$ cat src/rtl/apb3_master_if.sv
// APB3 initiator bundle: command, write-data and read-data streams, completion status and APB3 bus.
// Pure wiring, no latency.
// Backpressure is carried on the cmd/wr/rd valid-ready pairs and on PREADY.
interface apb3_master_if #(
    parameter int ADDR_WIDTH = 16,
    parameter int DATA_WIDTH = 32,
    parameter int LEN_WIDTH  = 8
);
    logic                  cmd_valid;
    logic                  cmd_ready;
    logic [ADDR_WIDTH-1:0] cmd_addr;
    logic                  cmd_write;
    logic [LEN_WIDTH-1:0]  cmd_len;

    logic                  wr_valid;
    logic                  wr_ready;
    logic [DATA_WIDTH-1:0] wr_data;

    logic                  rd_valid;
    logic                  rd_ready;
    logic [DATA_WIDTH-1:0] rd_data;
    logic                  rd_err;

    logic                  done;
    logic                  done_err;
    logic                  busy;

    logic [ADDR_WIDTH-1:0] PADDR;
    logic                  PSEL;
    logic                  PENABLE;
    logic                  PWRITE;
    logic [DATA_WIDTH-1:0] PWDATA;
    logic [DATA_WIDTH-1:0] PRDATA;
    logic                  PREADY;
    logic                  PSLVERROR;

    // Initiator view
    modport master (
        input  cmd_valid, cmd_addr, cmd_write, cmd_len,
        output cmd_ready,
        input  wr_valid, wr_data,
        output wr_ready,
        output rd_valid, rd_data, rd_err,
        input  rd_ready,
        output done, done_err, busy,
        output PADDR, PSEL, PENABLE, PWRITE, PWDATA,
        input  PRDATA, PREADY, PSLVERROR
    );

    // Environment view (command source, data source/sink, APB slave)
    modport slave (
        output cmd_valid, cmd_addr, cmd_write, cmd_len,
        input  cmd_ready,
        output wr_valid, wr_data,
        input  wr_ready,
        input  rd_valid, rd_data, rd_err,
        output rd_ready,
        input  done, done_err, busy,
        input  PADDR, PSEL, PENABLE, PWRITE, PWDATA,
        output PRDATA, PREADY, PSLVERROR
    );
endinterface

$ cat src/rtl/apb3_master.sv
// Single-outstanding APB3 initiator: command -> sequential word APB3 transfers, auto-incrementing address.
// Latency: 4 cycles per beat minimum (read SETUP/ACCESS/RESP/NEXT, write FETCH/SETUP/ACCESS/NEXT); done one cycle after NEXT.
// Backpressure: stalls in FETCH on wr_valid, ACCESS on PREADY, RESP on rd_ready. Macro APB3_MASTER_TIMEOUT_EN adds an ACCESS timeout.
module apb3_master #(
    parameter int ADDR_WIDTH = 16,
    parameter int DATA_WIDTH = 32,
    parameter int LEN_WIDTH  = 8
`ifdef APB3_MASTER_TIMEOUT_EN
    ,
    parameter int TIMEOUT    = 255
`endif
) (
    input  logic           clk,
    input  logic           resetn,
    apb3_master_if.master  bus
);

    typedef enum logic [2:0] {
        IDLE   = 3'd0,
        FETCH  = 3'd1,
        SETUP  = 3'd2,
        ACCESS = 3'd3,
        RESP   = 3'd4,
        NEXT   = 3'd5
    } state_t;

    localparam logic [ADDR_WIDTH-1:0] ADDR_INC = ADDR_WIDTH'(DATA_WIDTH / 8);

    state_t               state;
    logic [LEN_WIDTH-1:0] len_q;
    logic [LEN_WIDTH-1:0] beat;
    logic                 err_acc;

    // Beat termination as seen by the FSM (PREADY, or a forced timeout)
    logic                  beat_end;
    logic                  beat_err;
    logic [DATA_WIDTH-1:0] beat_rdata;

    // Stream handshakes decoded straight from the state register
    assign bus.cmd_ready = (state == IDLE);
    assign bus.wr_ready  = (state == FETCH);

`ifdef APB3_MASTER_TIMEOUT_EN
    localparam int TW = ($clog2(TIMEOUT + 1) < 8)  ? 8  :
                        ($clog2(TIMEOUT + 1) > 16) ? 16 : $clog2(TIMEOUT + 1);

    logic [TW-1:0] tmo_cnt;
    logic          tmo_hit;

    // Counter holds the number of ACCESS cycles already spent on this beat
    assign tmo_hit = (tmo_cnt == TW'(TIMEOUT - 1));

    // A stuck slave is treated as an erroring slave returning zero data
    always_comb begin
        beat_end   = bus.PREADY;
        beat_err   = bus.PSLVERROR;
        beat_rdata = bus.PRDATA;
        if (!bus.PREADY && tmo_hit) begin
            beat_end   = 1'b1;
            beat_err   = 1'b1;
            beat_rdata = '0;
        end
    end
`else
    // Without the timeout, only PREADY ends a beat
    always_comb begin
        beat_end   = bus.PREADY;
        beat_err   = bus.PSLVERROR;
        beat_rdata = bus.PRDATA;
    end
`endif

    // Main FSM with registered outputs; outputs are set on entry to the state that presents them
    always_ff @(posedge clk) begin
        if (!resetn) begin
            state        <= IDLE;
            len_q        <= '0;
            beat         <= '0;
            err_acc      <= 1'b0;
            bus.rd_valid <= 1'b0;
            bus.rd_data  <= '0;
            bus.rd_err   <= 1'b0;
            bus.done     <= 1'b0;
            bus.done_err <= 1'b0;
            bus.busy     <= 1'b0;
            bus.PADDR    <= '0;
            bus.PSEL     <= 1'b0;
            bus.PENABLE  <= 1'b0;
            bus.PWRITE   <= 1'b0;
            bus.PWDATA   <= '0;
`ifdef APB3_MASTER_TIMEOUT_EN
            tmo_cnt      <= '0;
`endif
        end else begin
            // done/done_err are a single-cycle strobe
            bus.done     <= 1'b0;
            bus.done_err <= 1'b0;

            case (state)
                IDLE: begin
                    if (bus.cmd_valid) begin
                        bus.PADDR  <= bus.cmd_addr;
                        bus.PWRITE <= bus.cmd_write;
                        len_q      <= bus.cmd_len;
                        beat       <= '0;
                        err_acc    <= 1'b0;
                        bus.busy   <= 1'b1;
                        if (bus.cmd_write) begin
                            state <= FETCH;
                        end else begin
                            bus.PSEL <= 1'b1;
                            state    <= SETUP;
                        end
                    end
                end

                FETCH: begin
                    if (bus.wr_valid) begin
                        bus.PWDATA <= bus.wr_data;
                        bus.PSEL   <= 1'b1;
                        state      <= SETUP;
                    end
                end

                SETUP: begin
                    bus.PENABLE <= 1'b1;
`ifdef APB3_MASTER_TIMEOUT_EN
                    tmo_cnt     <= '0;
`endif
                    state       <= ACCESS;
                end

                ACCESS: begin
                    if (beat_end) begin
                        err_acc     <= err_acc | beat_err;
                        bus.PSEL    <= 1'b0;
                        bus.PENABLE <= 1'b0;
                        if (bus.PWRITE) begin
                            state <= NEXT;
                        end else begin
                            bus.rd_data  <= beat_rdata;
                            bus.rd_err   <= beat_err;
                            bus.rd_valid <= 1'b1;
                            state        <= RESP;
                        end
                    end
`ifdef APB3_MASTER_TIMEOUT_EN
                    else begin
                        tmo_cnt <= tmo_cnt + TW'(1);
                    end
`endif
                end

                RESP: begin
                    if (bus.rd_ready) begin
                        bus.rd_valid <= 1'b0;
                        state        <= NEXT;
                    end
                end

                NEXT: begin
                    if (beat == len_q) begin
                        bus.done     <= 1'b1;
                        bus.done_err <= err_acc;
                        bus.busy     <= 1'b0;
                        state        <= IDLE;
                    end else begin
                        // Address wraps modulo 2^ADDR_WIDTH
                        bus.PADDR <= bus.PADDR + ADDR_INC;
                        beat      <= beat + LEN_WIDTH'(1);
                        if (bus.PWRITE) begin
                            state <= FETCH;
                        end else begin
                            bus.PSEL <= 1'b1;
                            state    <= SETUP;
                        end
                    end
                end

                default: begin
                    state <= IDLE;
                end
            endcase
        end
    end

endmodule

$ cat src/flat_wrapper.sv
// flat-port wrapper written by rule: the top's interface ports become plain ports
module apb3_master_flat 
#(
    parameter int ADDR_WIDTH = 16,
    parameter int DATA_WIDTH = 32,
    parameter int LEN_WIDTH  = 8

)
  (clk, resetn, bus_cmd_valid, bus_cmd_addr, bus_cmd_write, bus_cmd_len, bus_cmd_ready, bus_wr_valid, bus_wr_data, bus_wr_ready, bus_rd_valid, bus_rd_data, bus_rd_err, bus_rd_ready, bus_done, bus_done_err, bus_busy, bus_PADDR, bus_PSEL, bus_PENABLE, bus_PWRITE, bus_PWDATA, bus_PRDATA, bus_PREADY, bus_PSLVERROR);
  apb3_master_if #(.ADDR_WIDTH(ADDR_WIDTH), .DATA_WIDTH(DATA_WIDTH), .LEN_WIDTH(LEN_WIDTH)) bus_i ();
  input  logic clk;
  input  logic resetn;
  input wire logic [$bits(bus_i.cmd_valid)-1:0] bus_cmd_valid;
  input wire logic [$bits(bus_i.cmd_addr)-1:0] bus_cmd_addr;
  input wire logic [$bits(bus_i.cmd_write)-1:0] bus_cmd_write;
  input wire logic [$bits(bus_i.cmd_len)-1:0] bus_cmd_len;
  output wire logic [$bits(bus_i.cmd_ready)-1:0] bus_cmd_ready;
  input wire logic [$bits(bus_i.wr_valid)-1:0] bus_wr_valid;
  input wire logic [$bits(bus_i.wr_data)-1:0] bus_wr_data;
  output wire logic [$bits(bus_i.wr_ready)-1:0] bus_wr_ready;
  output wire logic [$bits(bus_i.rd_valid)-1:0] bus_rd_valid;
  output wire logic [$bits(bus_i.rd_data)-1:0] bus_rd_data;
  output wire logic [$bits(bus_i.rd_err)-1:0] bus_rd_err;
  input wire logic [$bits(bus_i.rd_ready)-1:0] bus_rd_ready;
  output wire logic [$bits(bus_i.done)-1:0] bus_done;
  output wire logic [$bits(bus_i.done_err)-1:0] bus_done_err;
  output wire logic [$bits(bus_i.busy)-1:0] bus_busy;
  output wire logic [$bits(bus_i.PADDR)-1:0] bus_PADDR;
  output wire logic [$bits(bus_i.PSEL)-1:0] bus_PSEL;
  output wire logic [$bits(bus_i.PENABLE)-1:0] bus_PENABLE;
  output wire logic [$bits(bus_i.PWRITE)-1:0] bus_PWRITE;
  output wire logic [$bits(bus_i.PWDATA)-1:0] bus_PWDATA;
  input wire logic [$bits(bus_i.PRDATA)-1:0] bus_PRDATA;
  input wire logic [$bits(bus_i.PREADY)-1:0] bus_PREADY;
  input wire logic [$bits(bus_i.PSLVERROR)-1:0] bus_PSLVERROR;
  assign bus_i.cmd_valid = bus_cmd_valid;
  assign bus_i.cmd_addr = bus_cmd_addr;
  assign bus_i.cmd_write = bus_cmd_write;
  assign bus_i.cmd_len = bus_cmd_len;
  assign bus_cmd_ready = bus_i.cmd_ready;
  assign bus_i.wr_valid = bus_wr_valid;
  assign bus_i.wr_data = bus_wr_data;
  assign bus_wr_ready = bus_i.wr_ready;
  assign bus_rd_valid = bus_i.rd_valid;
  assign bus_rd_data = bus_i.rd_data;
  assign bus_rd_err = bus_i.rd_err;
  assign bus_i.rd_ready = bus_rd_ready;
  assign bus_done = bus_i.done;
  assign bus_done_err = bus_i.done_err;
  assign bus_busy = bus_i.busy;
  assign bus_PADDR = bus_i.PADDR;
  assign bus_PSEL = bus_i.PSEL;
  assign bus_PENABLE = bus_i.PENABLE;
  assign bus_PWRITE = bus_i.PWRITE;
  assign bus_PWDATA = bus_i.PWDATA;
  assign bus_i.PRDATA = bus_PRDATA;
  assign bus_i.PREADY = bus_PREADY;
  assign bus_i.PSLVERROR = bus_PSLVERROR;
  apb3_master #(.ADDR_WIDTH(ADDR_WIDTH), .DATA_WIDTH(DATA_WIDTH), .LEN_WIDTH(LEN_WIDTH)) u_core (.clk(clk), .resetn(resetn), .bus(bus_i));
endmodule
$ cat config.mk
export PLATFORM = sky130hd
export DESIGN_NAME = apb3_master_flat
export DESIGN_NICKNAME = d
export VERILOG_FILES = /design/src/rtl/apb3_master_if.sv /design/src/rtl/apb3_master.sv /design/src/flat_wrapper.sv
export SDC_FILE = /design/constraint.sdc
export NUM_CORES = 1
export LEC_CHECK = 0
export CAP_MARGIN = 40
export CORE_MARGIN = 1
export CORE_UTILIZATION = 46
export CTS_CLUSTER_DIAMETER = 150
export DETAILED_ROUTE_END_ITERATION = 16
export GPL_ROUTABILITY_DRIVEN = 0
export PLACE_DENSITY = 0.85
export SLEW_MARGIN = 20
export SYNTH_ARGS = -nofsm -noshare
export SYNTH_HDL_FRONTEND = slang
export SYNTH_SLANG_ARGS = --single-unit
$ cat constraint.sdc
create_clock -name clk -period 4.1 [get_ports clk]
set_input_delay 0.82 -clock clk [delete_from_list [all_inputs] [get_ports clk]]
set_output_delay 0.82 -clock clk [all_outputs]
set_load 0.01 [all_outputs]
==> impl_metrics.xml <==
<?xml version="1.0" encoding="UTF-8"?>
<metrics>
  <group name="global_route">
    <metric name="antenna_found_initial" unit="">0</metric>
    <metric name="global_route.usage.total" unit="">0.2737</metric>
    <metric name="grt_pass1_vias" unit="">4710</metric>
    <metric name="grt_remaining_overflow" unit="">0</metric>
    <metric name="grt_max_degree" unit="">44</metric>
    <metric name="first_pass_grt_wire_length" unit="µm">21960</metric>
  </group>
  <group name="floorplan">
    <metric name="start_util" unit="">0.4771</metric>
    <metric name="design.core.area" unit="µm²">9328</metric>
    <metric name="pin_count" unit="">186</metric>
    <metric name="floorplan.die.width" unit="µm">100.4</metric>
    <metric name="die_height" unit="µm">100.4</metric>
    <metric name="die_area" unit="µm²">10070</metric>
    <metric name="rows" unit="">35</metric>
  </group>
  <group name="layout">
    <metric name="antennaDiodeCount" unit="">0</metric>
    <metric name="seqCellArea" unit="µm²">2162</metric>
    <metric name="fin_nets" unit="">845</metric>
    <metric name="multi_input_area" unit="µm²">2095</metric>
    <metric name="layout-drive-gt1-share" unit="">0.05186</metric>
    <metric name="areaGrowthSynthToFinish" unit="%">48.61</metric>
    <metric name="mostFrequentLayoutCell" unit="">clkdlybuf4s50_1</metric>
    <metric name="final.fill_count" unit="">742</metric>
    <metric name="layout.cells.most_common_list" unit="">185 x clkdlybuf4s50_1, 184 x nand2_1, 108 x dfxtp_1</metric>
  </group>
  <group name="place">
    <metric name="placement.io_buffers" unit="">185</metric>
    <metric name="hpwl" unit="µm">9820</metric>
  </group>
  <group name="critical_path">
    <metric name="cp-start-kind" unit="">input port</metric>
    <metric name="path_max_fanout" unit="">20</metric>
    <metric name="cp_data_required_time" unit="ps">4400</metric>
    <metric name="timing_worst_setup_path_type" unit="">in2reg</metric>
    <metric name="arrival_time_worst_endpoint" unit="ps">3110</metric>
    <metric name="crit_path_end_kind" unit="">flop</metric>
  </group>
  <group name="timing">
    <metric name="timing_worst_slew_pin_value" unit="ps">691.6</metric>
    <metric name="final_setup_violation_count" unit="">0</metric>
    <metric name="fin_crit_sh" unit="">0.6870</metric>
    <metric name="setup_tns_after_final_layout" unit="ps">0</metric>
    <metric name="finalHoldViolCount" unit="">0</metric>
    <metric name="final.min_clock_period" unit="ps">2817</metric>
    <metric name="max_clock_freq" unit="MHz">355.0</metric>
    <metric name="grt_setup_unrepaired" unit="">no</metric>
    <metric name="fin_worst_skew" unit="ps">16.41</metric>
    <metric name="slew_viol_final" unit="">0</metric>
    <metric name="maxSlewHeadroom" unit="">0.5389</metric>
  </group>
  <group name="synthesis">
    <metric name="synth_nets" unit="">676</metric>
    <metric name="post_synth_arst_share" unit="">0</metric>
    <metric name="avgSynthCellArea" unit="µm²">7.700</metric>
    <metric name="synth-edff-count" unit="">0</metric>
    <metric name="synth_top_cell_by_area" unit="">dfxtp_1</metric>
    <metric name="synth_warnings" unit="">0</metric>
    <metric name="synth_top_cell_area_share" unit="">0.4858</metric>
    <metric name="synthFlopType" unit="">dfxtp_1</metric>
    <metric name="syn-cell-area" unit="µm²">4451</metric>
    <metric name="synth_cell_types" unit="">50</metric>
    <metric name="ranking_of_synthesized_cells_by_area" unit="">dfxtp_1 49%, nand2_1 16%, a21oi_1 12%, clkbuf_1 3.1%, nor2_1 1.9%</metric>
    <metric name="ys_seq_area_frac" unit="">0.4858</metric>
    <metric name="gate_count_after_technology_mapping" unit="">578</metric>
    <metric name="postSynthRegisterBits" unit="">108</metric>
  </group>
  <group name="route">
    <metric name="route.detailed.wl_per_inst" unit="µm">15.26</metric>
    <metric name="dr_total_vias" unit="">4718</metric>
    <metric name="drt_drc_violations_left" unit="">0</metric>
    <metric name="detail_route.vias_per_cell" unit="">5.355</metric>
    <metric name="route.antenna.remaining_nets" unit="">0</metric>
    <metric name="routed_wire_length" unit="µm">13450</metric>
    <metric name="count_of_routing_violations_after_the_opening_detailed_route_iteration" unit="">191</metric>
    <metric name="drt_pass1_iterations" unit="">5</metric>
  </group>
  <group name="clock_tree">
    <metric name="clock_pin_slew_on_the_worst_setup_and_hold_paths" unit="ps">100</metric>
    <metric name="cts_repair_resize_count" unit="">0</metric>
    <metric name="maximum_level_of_the_cts_h_tree" unit="">3</metric>
    <metric name="ctsRootBufferMaster" unit="">clkbuf_8</metric>
    <metric name="cts-buffers-inserted" unit="">9</metric>
    <metric name="cts.path.max_buffers" unit="">2</metric>
    <metric name="insertion_delay" unit="ps">370</metric>
    <metric name="cts_tree" unit="">done</metric>
    <metric name="numClockSinks" unit="">108</metric>
    <metric name="post_cts_hold_buffer_count" unit="">0</metric>
    <metric name="post_cts.repair.setup_buffers" unit="">0</metric>
  </group>
  <group name="worst_hold_path">
    <metric name="min_path_type" unit="">reg2reg</metric>
  </group>
  <group name="power_and_ir_drop">
    <metric name="vdd_drop_max" unit="mV">0.2366</metric>
    <metric name="power.density_cell_area" unit="nW/µm²">430.0</metric>
    <metric name="power.leakage" unit="µW">0.002355</metric>
    <metric name="fin_total_pwr" unit="µW">2844</metric>
  </group>
  <group name="status">
    <metric name="status" unit="">finished, final reports clean</metric>
  </group>
  <group name="job">
    <metric name="timing.max_cap.violations" unit="">0</metric>
  </group>
</metrics>
-- final cells by class --
class                      instances  area share
sequential                       108      0.3269
multi-input combinational        422      0.3167
timing repair buffer             198      0.2995
tap                              129     0.02440
clock buffer                      10     0.02081
clock inverter                     6    0.007189
inverter                           8    0.004540
-- power by group --
group	switching (µW)	total [µW]	internal, µW
registers	127	1300	1170
clock network	374	617	243
logic	465	927	462
-- worst paths after layout --
kind | startpoint | cells after the start | slack, ps | endpoint
worst max register to register | u_core.state[0] | 5 | 1730 | u_core.beat[5]
worst min-delay path | u_core.bus.PWDATA[17] | 2 | 460 | u_core.bus.PWDATA[17]
worst min register to register | u_core.bus.PWDATA[17] | 2 | 460 | u_core.bus.PWDATA[17]
worst max-delay path | bus_cmd_valid | 6 | 1280 | u_core.beat[5]
-- kinds of logic after synthesis --
kind of cell	count (synthesis)	share of synthesized area
DFF	108	0.4858
xor gates and xnor gates	8	0.01574
AOI/OAI and AO/OA	153	0.1990
and+or+nand+nor	257	0.2449
buffers and inverters	48	0.04414
muxes	2	0.004779
adders and majority gates	2	0.005622
-- registers in the layout, indices dropped and copies added, names as in the netlist, 3 cells and up --
| register | flops |
|---|---|
| u_core.bus.rd_data | 32 |
| u_core.bus.PADDR | 16 |
| u_core.state | 3 |
| u_core.bus.PWDATA | 32 |
| u_core.len_q | 8 |
| u_core.beat | 8 |
-- worst max-delay path, stage by stage --
cell             delay, ps
clkdlybuf4s50_1        520
or3b_1                 380
a21o_1                 250
a31o_1                 450
or4_1                  560
a21oi_1                140
-- through the flow --
stage	instance area [µm²]	std cells	util	hold WS, ps	worst slack [ps]
after detailed placement	6416	863	0.6879	441.4	948.3
after CTS	6601	879	0.7077	462.9	1324
final	6614	881	0.7091	461.3	1283
after global routing	6614	881	0.7091	475.1	1201
after global placement	6352	859	0.6810	440.7	987.5
after floorplan	4451	578	-	430.2	1723
-- per-layer routing --
layer  vias up  GRT usage  share of wire
li1       2298          -              -
met1      2185     0.3090           0.38
met2       208     0.4784           0.50
met3        27    0.09192          0.099
met4         0     0.1014          0.021
met5         -          0              0
-- Yosys cell counts, types with 2 or more instances --
cell type and n:
nand2_1 184, dfxtp_1 108, a21oi_1 103, clkbuf_1 37
nor2_1 22, o21ai_0 15, nand3_1 12, o31ai_1 8
xor2_1 8, inv_1 7, nor3_1 7, nand4_1 6
and2_1 5, a31oi_1 3, nor2b_1 3, o221a_2 3
or4_1 3, a211oi_1 2, a311oi_1 2, a31o_2 2
buf_6 2, ha_1 2, nand2b_1 2, nor3b_1 2
nor4_1 2, o32ai_1 2, o41ai_1 2, or3b_1 2
(Power assumes the default switching activity.)
